--- src/rtl/uart_pkg.sv ---
// Shared UART types: FSM state encoding and default payload width.
package uart_pkg;

  typedef enum logic [1:0] {
    IDLE  = 2'd0,
    START = 2'd1,
    DATA  = 2'd2,
    STOP  = 2'd3
  } state_t;

  localparam int DEFAULT_DATA_BITS = 8;

endpackage

--- src/rtl/baud_gen.sv ---
// Bit-period timer: tick is high on the last cycle of each CLKS_PER_BIT period.
// clr holds the count at zero so a new frame starts on a clean period boundary.
module baud_gen #(
  parameter int CLKS_PER_BIT = 4
) (
  input  logic clk,
  input  logic rst,
  input  logic clr,
  output logic tick
);

  localparam int CW = $clog2(CLKS_PER_BIT);
  localparam logic [CW-1:0] LAST = CW'(CLKS_PER_BIT - 1);

  logic [CW-1:0] cnt;

  assign tick = (cnt == LAST);

  // Wraps straight back to zero on the last cycle, so no terminal-count overflow.
  always_ff @(posedge clk or negedge rst) begin
    if (!rst) begin
      cnt <= '0;
    end else if (clr || tick) begin
      cnt <= '0;
    end else begin
      cnt <= cnt + 1'b1;
    end
  end

endmodule

--- src/rtl/uart_tx.sv ---
// UART transmitter: start bit, DATA_BITS LSB-first, one stop bit, CLKS_PER_BIT cycles each.
// Accepts a byte only in IDLE (tx_ready); frame-to-frame period is (DATA_BITS+2)*CLKS_PER_BIT+1.
module uart_tx
  import uart_pkg::*;
#(
  parameter int CLKS_PER_BIT = 4,
  parameter int DATA_BITS    = DEFAULT_DATA_BITS
) (
  input  logic                 clk,
  input  logic                 rst,
  input  logic                 tx_valid,
  input  logic [DATA_BITS-1:0] tx_data,
  output logic                 tx_ready,
  output logic                 txd,
  output logic                 busy,
  output logic                 tx_done
);

  localparam int IW = (DATA_BITS > 1) ? $clog2(DATA_BITS) : 1;
  localparam logic [IW-1:0] LAST_IDX = IW'(DATA_BITS - 1);

  state_t               state;
  logic [IW-1:0]        bit_idx;
  logic [DATA_BITS-1:0] shreg;
  logic                 tick;
  logic                 baud_clr;

  assign baud_clr = (state == IDLE);
  assign busy     = (state != IDLE);

  baud_gen #(
    .CLKS_PER_BIT(CLKS_PER_BIT)
  ) u_baud (
    .clk  (clk),
    .rst  (rst),
    .clr  (baud_clr),
    .tick (tick)
  );

  always_ff @(posedge clk or negedge rst) begin
    if (!rst) begin
      state    <= IDLE;
      txd      <= 1'b1;
      tx_ready <= 1'b0;
      tx_done  <= 1'b0;
      bit_idx  <= '0;
      shreg    <= '0;
    end else begin
      tx_done <= 1'b0;
      case (state)
        IDLE: begin
          if (tx_valid && tx_ready) begin
            state    <= START;
            txd      <= 1'b0;
            tx_ready <= 1'b0;
            shreg    <= tx_data;
            bit_idx  <= '0;
          end else begin
            tx_ready <= 1'b1;
            txd      <= 1'b1;
          end
        end
        START: begin
          if (tick) begin
            state <= DATA;
            txd   <= shreg[0];
            shreg <= shreg >> 1;
          end
        end
        DATA: begin
          // The shift register always presents the next bit at position 0.
          if (tick) begin
            if (bit_idx == LAST_IDX) begin
              state <= STOP;
              txd   <= 1'b1;
            end else begin
              bit_idx <= bit_idx + 1'b1;
              txd     <= shreg[0];
              shreg   <= shreg >> 1;
            end
          end
        end
        STOP: begin
          if (tick) begin
            state    <= IDLE;
            tx_ready <= 1'b1;
            tx_done  <= 1'b1;
          end
        end
        default: state <= IDLE;
      endcase
    end
  end

endmodule
--- config.mk ---
export PLATFORM = sky130hd
export DESIGN_NAME = uart_tx
export DESIGN_NICKNAME = d
export VERILOG_FILES = /design/src/rtl/uart_pkg.sv /design/src/rtl/baud_gen.sv /design/src/rtl/uart_tx.sv
export SDC_FILE = /design/constraint.sdc
export NUM_CORES = 1
export LEC_CHECK = 0
export ABC_AREA = 1
export CAP_MARGIN = 0
export CORE_UTILIZATION = 45
export DETAILED_ROUTE_END_ITERATION = 16
export PLACE_DENSITY = 0.64
export SLEW_MARGIN = 25
export SYNTH_ARGS = -nofsm -noshare
export SYNTH_HDL_FRONTEND = slang
export SYNTH_SLANG_ARGS = --single-unit
export TNS_END_PERCENT = 10
--- constraint.sdc ---
create_clock -name clk -period 1.84 [get_ports clk]
set_clock_uncertainty 0.1 [all_clocks]
set_input_delay 0.276 -clock clk [delete_from_list [all_inputs] [get_ports clk]]
set_output_delay 0.276 -clock clk [all_outputs]
set_load 0.03 [all_outputs]
# Word level (Yosys, flattened, before mapping)
# Cells that the tools add are included.
[classes]
add_sub_neg = 2
n_eq_ne = 11
muxes = 25
reduce_logical = 12
[op_table]
columns = ["cell", "count"]
rows = [
  ["2-to-1 mux 8 bit", 4],
  ["one-hot mux 8 bit (3 select lines)", 1],
  ["2-to-1 mux 2 bit", 6],
  ["AND reduction 5 bit", 2],
  ["2-to-1 mux 3 bit", 3],
  ["one-hot mux 2 bit (4 select lines)", 1],
  ["2-to-1 mux 1 bit", 7],
  ["equality test 2 bit (second input constant)", 3],
  ["inequality test 2 x 1 -> 1 bit (second input constant)", 3],
  ["inequality test 2 bit (second input constant)", 3],
  ["one-hot mux 3 bit (2 select lines)", 1],
  ["nonzero test 2 bit", 3],
  ["AND reduction 4 bit", 1],
  ["adder 3 x 1 -> 3 bit (second input constant)", 1],
  ["equality test 3 bit (second input constant)", 1],
  ["one-hot mux 1 bit (3 select lines)", 1],
  ["AND reduction 3 bit", 1],
  ["nonzero test 3 bit", 1],
  ["adder 2 x 1 -> 2 bit (second input constant)", 1],
  ["equality test 2 x 1 -> 1 bit (second input constant)", 1],
  ["logical NOT 2 bit", 1],
  ["one-hot mux 1 bit (2 select lines)", 1],
  ["AND reduction 2 bit", 1],
  ["logical AND 1 bit", 1],
  ["logical OR 1 bit", 1],
]
[totals]
regBits = 18
input_bits = 11
out_inout_bits = 4
wordCells = 57

# Logic depth before layout (Yosys ltp)
# Gate-level depths: netlist of run 1.
[logic_depth]
ltp_word = 4
depth_mapped = 8
depth_no_buf = 8

# Modules after synthesis
# Synthesis of run 1 repeated with hierarchy kept, for this count alone.
[unflattened]
cells_unflattened = 143
area_unflattened_um2 = 1058.5
[by_module_without_submodules]
columns = ["mod", "n_inst", "cells_per_inst", "area_per_inst_um2", "seq_area_each_um2"]
rows = [
  ["uart_tx", 1, 134, 973.4, 401.6],
  ["baud_gen", 1, 9, 85.1, 50.0],
]

# Least setup slack after synthesis of run 1
# OpenSTA, ideal clock, no wires.
[synth_path]
path_type = "flip-flop to flip-flop"
startpoint = "reg state[0]"
endpoint = "reg bit_idx[2]"
setup_time_ps = 117
t_arrival_ps = 1285
required_time_ps = 1623
path_slack_ps = 338
path_stages_with_launch = 8
path_buffers = 0
synth_period_minus_slack_ps = 1502
cell_sequence = "dfrtp_1 inv_1 ha_1 inv_2 o21ai_2 nand2_1 nand2_1 nand2_1"
[synth_between]
elab_chain_len = 3
word_cells_on_any_way = 8
cone_classes = "4 x eq/ne; 1 x mux; 3 x reduce/logical"
[synth_lines]
columns = ["element", "line_no", "source"]
rows = [
  ["from (decl)", "uart_tx.sv:22", "state_t state;"],
  ["from (signal assigned)", "uart_tx.sv:42", "state <= IDLE;"],
  ["from (signal assigned)", "uart_tx.sv:53", "state <= START;"],
  ["from (signal assigned)", "uart_tx.sv:65", "state <= DATA;"],
  ["equality test 2 bit or logical NOT 2 bit (tied branches)", "uart_tx.sv:50", "case (state)"],
  ["inequality test 2 bit (no source line) (tied with other cells)", "n/a", ""],
  ["AND reduction 4 bit (no source line)", "n/a", ""],
  ["to (signal assigned)", "uart_tx.sv:77", "bit_idx <= bit_idx + 1'b1;"],
  ["to (decl)", "uart_tx.sv:23", "logic [IW-1:0] bit_idx;"],
]
# Several ways; a longest one is shown, not always the timed one.
# A chain may end at the register's enable or synchronous reset.

# Worst setup path after layout of run 1
[layout_path]
startpoint = "reg state[0]"
endpoint = "out busy"
[layout_between]
elab_chain_len = 1
[layout_lines]
columns = ["element", "line_no", "source"]
rows = [
  ["nonzero test 2 bit", "uart_tx.sv:29", "assign busy = (state != IDLE);"],
  ["to (decl)", "uart_tx.sv:15", "output logic busy,"],
]
# No other way between the ends.

==> impl_metrics.sql, run 1 <==
INSERT INTO impl_metrics (metric_group, metric, value, unit) VALUES
('placed_design', 'gpl.final_weighted_congestion', '0.871', ''),
('setup_path', 'critical_path.reg2reg.startpoint', 'state[0]$_DFFE_PN0P_', ''),
('sta', 'tightestPinTransition', '353', 'ps'),
('routing', 'drt_wl_total', '2280', 'um'),
('clocking', 'clock_insertion_delay_worst_skew', '300', 'ps'),
('sta', 'period_needed', '1740', 'ps'),
('clocking', 'cts_post_setup_buffers_inserted', '0', ''),
('pwr', 'power.density_cell_area', '1840', 'mW/mm^2'),
('routing', 'ant_nets', '0', ''),
('sta', 'setup_viol_count_final', '0', ''),
('routing', 'first_iter_violations', '18', ''),
('layout', 'regArea', '452', 'um^2'),
('routing', 'drt_pre_antenna_iters', '4', ''),
('pwr', 'max-vdd-ir-drop', '0.933', 'mV'),
('placed_design', 'place.port_buffers', '14', ''),
('synth', 'synth_top_cell_by_area', 'sky130_fd_sc_hd__dfrtp_1', ''),
('pwr', 'total_leakage_power', '0.742', 'nW'),
('routing', 'vias_per_inst', '5.05', ''),
('die', 'coreArea', '0.00228', 'mm^2'),
('layout', 'synthToLayoutAreaGrowth', '19.7', '%'),
('global_routing', 'antenna_violations_before_repair', '0', ''),
('layout', 'layout-drive-gt1-share', '0.131', ''),
('routing', 'vias', '950', ''),
('global_routing', 'grt_use_total', '0.206', ''),
('global_routing', 'vias_in_the_first_global_route', '923', ''),
('die', 'core.rowCount', '17', ''),
('sta', 'slew_headroom', '0.764', ''),
('run_status', 'outcome', 'complete, no violations', ''),
('die', 'fp.dieArea', '0.00270', 'mm^2'),
('clocking', 'htreeDepth', '1', ''),
('synth', 'most_common_flop_cell_mapped_by_yosys', 'sky130_fd_sc_hd__dfrtp_1', ''),
('routing', 'post-route-drc-count', '0', ''),
('synth', 'yosysSeqAreaShare', '0.402', ''),
('synth', 'synth_area', '0.00112', 'mm^2'),
('sta', 'timing_hold_violations_final', '0', ''),
('sta', 'post-route-period-util', '0.948', ''),
('setup_path', 'regToRegSetupSlack', '170', 'ps'),
('setup_path', 'worst_ep_required_time', '1460', 'ps'),
('global_routing', 'grt-ovfl-total', '0', ''),
('synth', 'yosys_warn_count', '0', ''),
('synth', 'syn-mean-instance-area', '7.90', 'um^2'),
('synth', 'synth.net_count', '164', ''),
('global_routing', 'wire_length_of_the_first_global_routing_pass', '4050', 'um'),
('die', 'top_level_ports', '15', ''),
('clocking', 'deepest_clock_path_buffer_count', '2', ''),
('min_path', 'worstHoldPathType', 'input port to asynchronous set/reset pin', ''),
('synth', 'yosys_register_bits', '18', ''),
('sta', 'timing.setup.tns', '0', 'ps'),
('setup_path', 'worst_setup_path_end_kind', 'output pin', ''),
('synth', 'synth_top_cells_by_area', 'sky130_fd_sc_hd__dfrtp_1 (38%), sky130_fd_sc_hd__nand2_1 (21%), sky130_fd_sc_hd__ha_1 (12%)', ''),
('layout', 'utilization', '0.590', ''),
('die', 'initial_core_util', '0.493', ''),
('synth', 'synth_most_common_cell', 'sky130_fd_sc_hd__nand2_1', ''),
('clocking', 'cts_hold_buf', '0', ''),
('sta', 'final-max-slew-violation-count', '0', ''),
('job', 'maxCapViolCount', '0', ''),
('clocking', 'cts_tree', 'yes', ''),
('synth', 'synth_enable_flop_cells', '0', ''),
('synth', 'synth.top_cell.area_share', '0.379', ''),
('clocking', 'cts_num_sinks', '18', ''),
('layout', 'finalNetCount', '183', ''),
('layout', 'area_of_combinational_cells_with_multiple_inputs', '617', 'um^2'),
('synth', 'netlist-cell-type-count', '22', ''),
('sta', 'achievable-frequency', '0.573', 'GHz'),
('synth', 'netlist_instances', '142', ''),
('sta', 'rsz0062_at_grt', 'false', ''),
('routing', 'route.detailed.wl_per_inst', '12.1', 'um'),
('global_routing', 'grt_max_degree', '13', ''),
('setup_path', 'r2r_end', 'bit_idx[2]$_DFFE_PN0P_', ''),
('setup_path', 'worst_setup_path_class', 'flip-flop to output pin', ''),
('synth', 'synth.cells.most_frequent', 'sky130_fd_sc_hd__nand2_1 (63), sky130_fd_sc_hd__dfrtp_1 (17), sky130_fd_sc_hd__ha_1 (11)', ''),
('layout', 'fillCellCount', '198', ''),
('synth', 'ys_async_sr_fraction', '1.00', ''),
('placed_design', 'place_hpwl', '1730', 'um'),
('clocking', 'numCtsBuffers', '3', ''),
('die', 'die-width', '51.9', 'um'),
('layout', 'n_antenna_cell', '0', ''),
('clocking', 'cts_root_buffer', 'sky130_fd_sc_hd__clkbuf_4', ''),
('setup_path', 'cp-start-kind', 'flip-flop', ''),
('setup_path', 'timing.critical_path.arrival', '1370', 'ps'),
('setup_path', 'path_max_fanout', '5', ''),
('setup_path', 'reg2regPathDepth', '8', ''),
('die', 'chipHeight', '51.9', 'um'),
('clocking', 'path_clk_slew', '120', 'ps');
## worst max-delay path by stage
stage / startpoint / to / slack (ps) / cells past startpoint
6_report: state[0]$_DFFE_PN0P_ / busy / 100 / 4
3_3_place_gp: tx_valid / bit_idx[0]$_DFFE_PN0P_ / 250 / 8
4_1_cts: state[0]$_DFFE_PN0P_ / busy / 50 / 4
2_1_floorplan: state[0]$_DFFE_PN0P_ / bit_idx[2]$_DFFE_PN0P_ / 340 / 7
5_1_grt: state[0]$_DFFE_PN0P_ / busy / 20 / 4
3_5_place_dp: state[0]$_DFFE_PN0P_ / bit_idx[2]$_DFFE_PN0P_ / 220 / 8
## per-stage QoR
step	worst slack (ps)	power, W	std cells	cell area, um^2	hold slack (ps)
detailed placement	224	0.00220	184	1290	344
finish	95.5	0.00248	188	1340	133
global route	15.9	0.00275	188	1340	145
global placement	248	0.00216	184	1290	324
floorplan	338	0.00185	142	1120	-120
CTS	50.3	0.00246	188	1330	142
## layout by cell type (no fill, tap or decap)
cell                              synthesis  layout
sky130_fd_sc_hd__nand2_1                 63      63
sky130_fd_sc_hd__dfrtp_1                 17      17
sky130_fd_sc_hd__clkdlybuf4s50_1          0      12
sky130_fd_sc_hd__inv_1                   10      10
sky130_fd_sc_hd__o21ai_1                 10      10
sky130_fd_sc_hd__ha_1                    11       9
sky130_fd_sc_hd__nand3_1                  5       5
sky130_fd_sc_hd__inv_2                    4       4
sky130_fd_sc_hd__nor2_1                   4       4
sky130_fd_sc_hd__clkbuf_4                 0       3
sky130_fd_sc_hd__buf_4                    0       3
sky130_fd_sc_hd__nand2_4                  2       2
sky130_fd_sc_hd__nand2_2                  2       2
sky130_fd_sc_hd__nand3b_1                 2       2
sky130_fd_sc_hd__o21bai_1                 2       2
sky130_fd_sc_hd__nor3_1                   1       1
sky130_fd_sc_hd__nor3b_1                  1       1
sky130_fd_sc_hd__o21ai_2                  1       1
sky130_fd_sc_hd__nand3_4                  1       1
sky130_fd_sc_hd__nor2_8                   1       1
sky130_fd_sc_hd__or2_1                    1       1
sky130_fd_sc_hd__o211ai_1                 1       1
sky130_fd_sc_hd__ha_4                     0       1
sky130_fd_sc_hd__ha_2                     0       1
sky130_fd_sc_hd__clkbuf_8                 0       1
sky130_fd_sc_hd__dlygate4sd2_1            0       1
sky130_fd_sc_hd__dfstp_2                  1       1
## worst max-delay path, stage by stage, from the launching register on
cell	delay, ps
sky130_fd_sc_hd__dfrtp_1	440
sky130_fd_sc_hd__inv_1	210
sky130_fd_sc_hd__ha_4	210
sky130_fd_sc_hd__inv_2	60
sky130_fd_sc_hd__buf_4	160
## power by group
group          internal [W]  switching [W]  total, W
Combinational      0.000555       0.000991   0.00155
Sequential         0.000572       0.000107  0.000679
Clock              0.000121       0.000133  0.000253
## cell families (layout without fill, tap and decap cells)
family	Yosys count	in the layout	share of synthesized area
and+or+nand+nor	83	83	0.341
buffers and inverters	16	34	0.0613
DFF	18	18	0.402
AOI/OAI and AO/OA	14	14	0.0725
adders and majority gates	11	11	0.123
## routing by layer
layer | vias up | wire length [um] | track usage
li1 | 487 | - | -
met4 | 0 | 34 | 0.0901
met1 | 433 | 1110 | 0.265
met5 | - | 0 | 0
met3 | 6 | 76 | 0.0322
met2 | 24 | 1060 | 0.335
## state kept, by name, summed over array words and instances (netlist names)
register and flops:
bit_idx 3, shreg 8, state 2, tx_done 1, tx_ready 1, txd 1, u_baud.cnt 2
## cell type report
cell class | count | share of cell area
multi-input combinational | 108 | 0.459
sequential | 18 | 0.336
timing repair buffer | 16 | 0.113
inverter | 14 | 0.0391
clock buffer | 4 | 0.0270
tap | 28 | 0.0261
## repair_timing
action / in CTS / in global routing
pin swaps: 0 / 0
cloned: 0 / 0
setup endpoints to repair: 2 / 1
resized for setup: 2 / 2
Power figures use the tool's default switching activity.
==> run 2: changes to the inputs <==
Settings changed: CAP_MARGIN 0 to 20.
Clock period 1.84 ns to 2 ns, I/O delays scaled along.
==> impl_metrics.sql, run 2 (synthesis results as in run 1) <==
INSERT INTO impl_metrics (metric_group, metric, value, unit) VALUES
('setup_path', 'cp_slowest_stage_delay', '420', 'ps'),
('global_routing', 'grt_max_degree', '13', ''),
('layout', 'largest_register_ff_count', '8', ''),
('layout', 'synthToLayoutAreaGrowth', '19.4', '%'),
('routing', 'route.detailed.wl_per_inst', '12.0', 'um'),
('sta', 'setup_viol_count_final', '0', ''),
('routing', 'drt_wl_total', '2280', 'um'),
('layout', 'most-common-layout-cells', 'sky130_fd_sc_hd__nand2_1 (63), sky130_fd_sc_hd__dfrtp_1 (17), sky130_fd_sc_hd__clkdlybuf4s50_1 (13), sky130_fd_sc_hd__ha_1 (11)', ''),
('pwr', 'total_leakage_power', '0.746', 'nW'),
('layout', 'layout-drive-gt1-share', '0.118', ''),
('clocking', 'deepest_clock_path_buffer_count', '2', ''),
('setup_path', 'worst_setup_path_end_kind', 'output pin', ''),
('clocking', 'cts_num_sinks', '18', ''),
('sta', 'post-route-period-util', '0.957', ''),
('layout', 'layout_commonest_cell', 'sky130_fd_sc_hd__nand2_1', ''),
('routing', 'first_iter_violations', '14', ''),
('sta', 'tightestPinTransition', '478', 'ps'),
('setup_path', 'worst_setup_path_class', 'flip-flop to output pin', ''),
('clocking', 'htreeDepth', '1', ''),
('setup_path', 'path_max_fanout', '5', ''),
('setup_path', 'timing.critical_path.arrival', '1510', 'ps'),
('pwr', 'power.density_cell_area', '1690', 'mW/mm^2'),
('layout', 'max_flop_register', 'shreg', ''),
('global_routing', 'vias_in_the_first_global_route', '923', ''),
('pwr', 'max-vdd-ir-drop', '0.978', 'mV'),
('routing', 'post-route-drc-count', '0', ''),
('layout', 'utilization', '0.589', ''),
('die', 'die-width', '51.9', 'um'),
('die', 'fp.dieArea', '0.00270', 'mm^2'),
('global_routing', 'grt_use_total', '0.203', ''),
('routing', 'vias_per_inst', '4.83', ''),
('layout', 'n_antenna_cell', '0', ''),
('sta', 'final_critical_path_setup_slack', '85.4', 'ps'),
('routing', 'ant_nets', '0', ''),
('setup_path', 'worst_ep_required_time', '1600', 'ps'),
('clocking', 'cts_post_setup_buffers_inserted', '0', ''),
('placed_design', 'gpl.final_weighted_congestion', '0.811', ''),
('die', 'coreArea', '0.00228', 'mm^2'),
('clocking', 'numCtsBuffers', '3', ''),
('sta', 'timing.setup.tns', '0', 'ps'),
('clocking', 'cts_root_buffer', 'sky130_fd_sc_hd__clkbuf_4', ''),
('pwr', 'p_total', '0.00227', 'W'),
('setup_path', 'cell_chain_of_the_critical_path', 'inv_1, ha_1, inv_2, clkdlybuf4s15_1', ''),
('clocking', 'path_clk_slew', '110', 'ps'),
('clocking', 'clock_insertion_delay_worst_skew', '300', 'ps'),
('global_routing', 'antenna_violations_before_repair', '0', ''),
('die', 'chipHeight', '51.9', 'um'),
('setup_path', 'cp-start-kind', 'flip-flop', ''),
('sta', 'final-max-slew-violation-count', '0', ''),
('die', 'top_level_ports', '15', ''),
('sta', 'slew_headroom', '0.681', ''),
('placed_design', 'preCtsSetupSlack', '116', 'ps'),
('layout', 'finalNetCount', '184', ''),
('clocking', 'cts_tree', 'yes', ''),
('sta', 'rsz0062_at_grt', 'false', ''),
('placed_design', 'place.port_buffers', '14', ''),
('setup_path', 'worst_path_slowest_cell', 'sky130_fd_sc_hd__dfrtp_1', ''),
('die', 'core.rowCount', '17', ''),
('sta', 'timing_hold_violations_final', '0', ''),
('die', 'initial_core_util', '0.493', ''),
('sta', 'period_needed', '1910', 'ps'),
('routing', 'vias', '912', ''),
('run_status', 'outcome', 'complete, no violations', ''),
('global_routing', 'grt-ovfl-total', '0', ''),
('sta', 'achievable-frequency', '0.522', 'GHz'),
('placed_design', 'place_hpwl', '1710', 'um'),
('min_path', 'worstHoldPathType', 'input port to asynchronous set/reset pin', ''),
('global_routing', 'wire_length_of_the_first_global_routing_pass', '3940', 'um'),
('routing', 'drt_pre_antenna_iters', '4', ''),
('layout', 'biggestRegsByFlops', 'shreg: 8 flops, bit_idx: 3 flops', ''),
('clocking', 'cts_hold_buf', '0', ''),
('job', 'maxCapViolCount', '0', '');
==> run 2: critical path, delay by kind of cell (launching register included) <==
kind	cells	cell delay (ps)
buf+inv	3	560
fa+ha+maj	1	240
flops	1	420
==> run 2: cell type report <==
cell class,instances,area (um^2)
timing repair buffer,17,163
fill,209,936
tap,28,35.0
clock buffer,4,36.3
sequential,18,452
multi-input combinational,108,602
inverter,14,52.6
==> run 2: metrics by stage <==
stage	hold slack [ps]	cell area (um^2)	std cells
CTS	211	1340	189
global route	232	1340	189
finish	214	1340	189
detailed placement	335	1300	185
floorplan	-95.6	1120	142
global placement	326	1300	185
==> run 2: path summary, 6_finish.rpt <==
path                                         start                       to  slack, ps  cells past startpoint
setup / recovery              state[0]$_DFFE_PN0P_                     busy         90                      4
hold / removal                                 rst  u_baud.cnt[0]$_DFF_PN0_        210                      1
setup reg to reg              state[0]$_DFFE_PN0P_   bit_idx[2]$_DFFE_PN0P_        290                      8
hold reg to reg            u_baud.cnt[0]$_DFF_PN0_  u_baud.cnt[0]$_DFF_PN0_        350                      1
max in group asynchronous                      rst     shreg[7]$_DFFE_PN0P_       1070                      2
min in group clk           u_baud.cnt[0]$_DFF_PN0_  u_baud.cnt[0]$_DFF_PN0_        350                      1
==> run 2: repair_timing <==
| item | CTS | global route |
|---|---|---|
| endpoints found under the setup margin | 1 | 1 |
| gates cloned | 0 | 0 |
| resized for setup | 1 | 1 |
==> run 2: report_power, final <==
group          internal [W]  switching, W  total (W)
Clock              0.000111      0.000121   0.000232
Sequential         0.000526     0.0000944   0.000620
Combinational      0.000505      0.000909    0.00141
==> run 2: routing by layer <==
metal  track usage  share of wire  vias to the layer above
met5             0              0                        -
met4         0.104          0.019                        0
met3        0.0263          0.027                        5
met2         0.348           0.48                       15
met1         0.244           0.47                      410
li1              -              -                      482
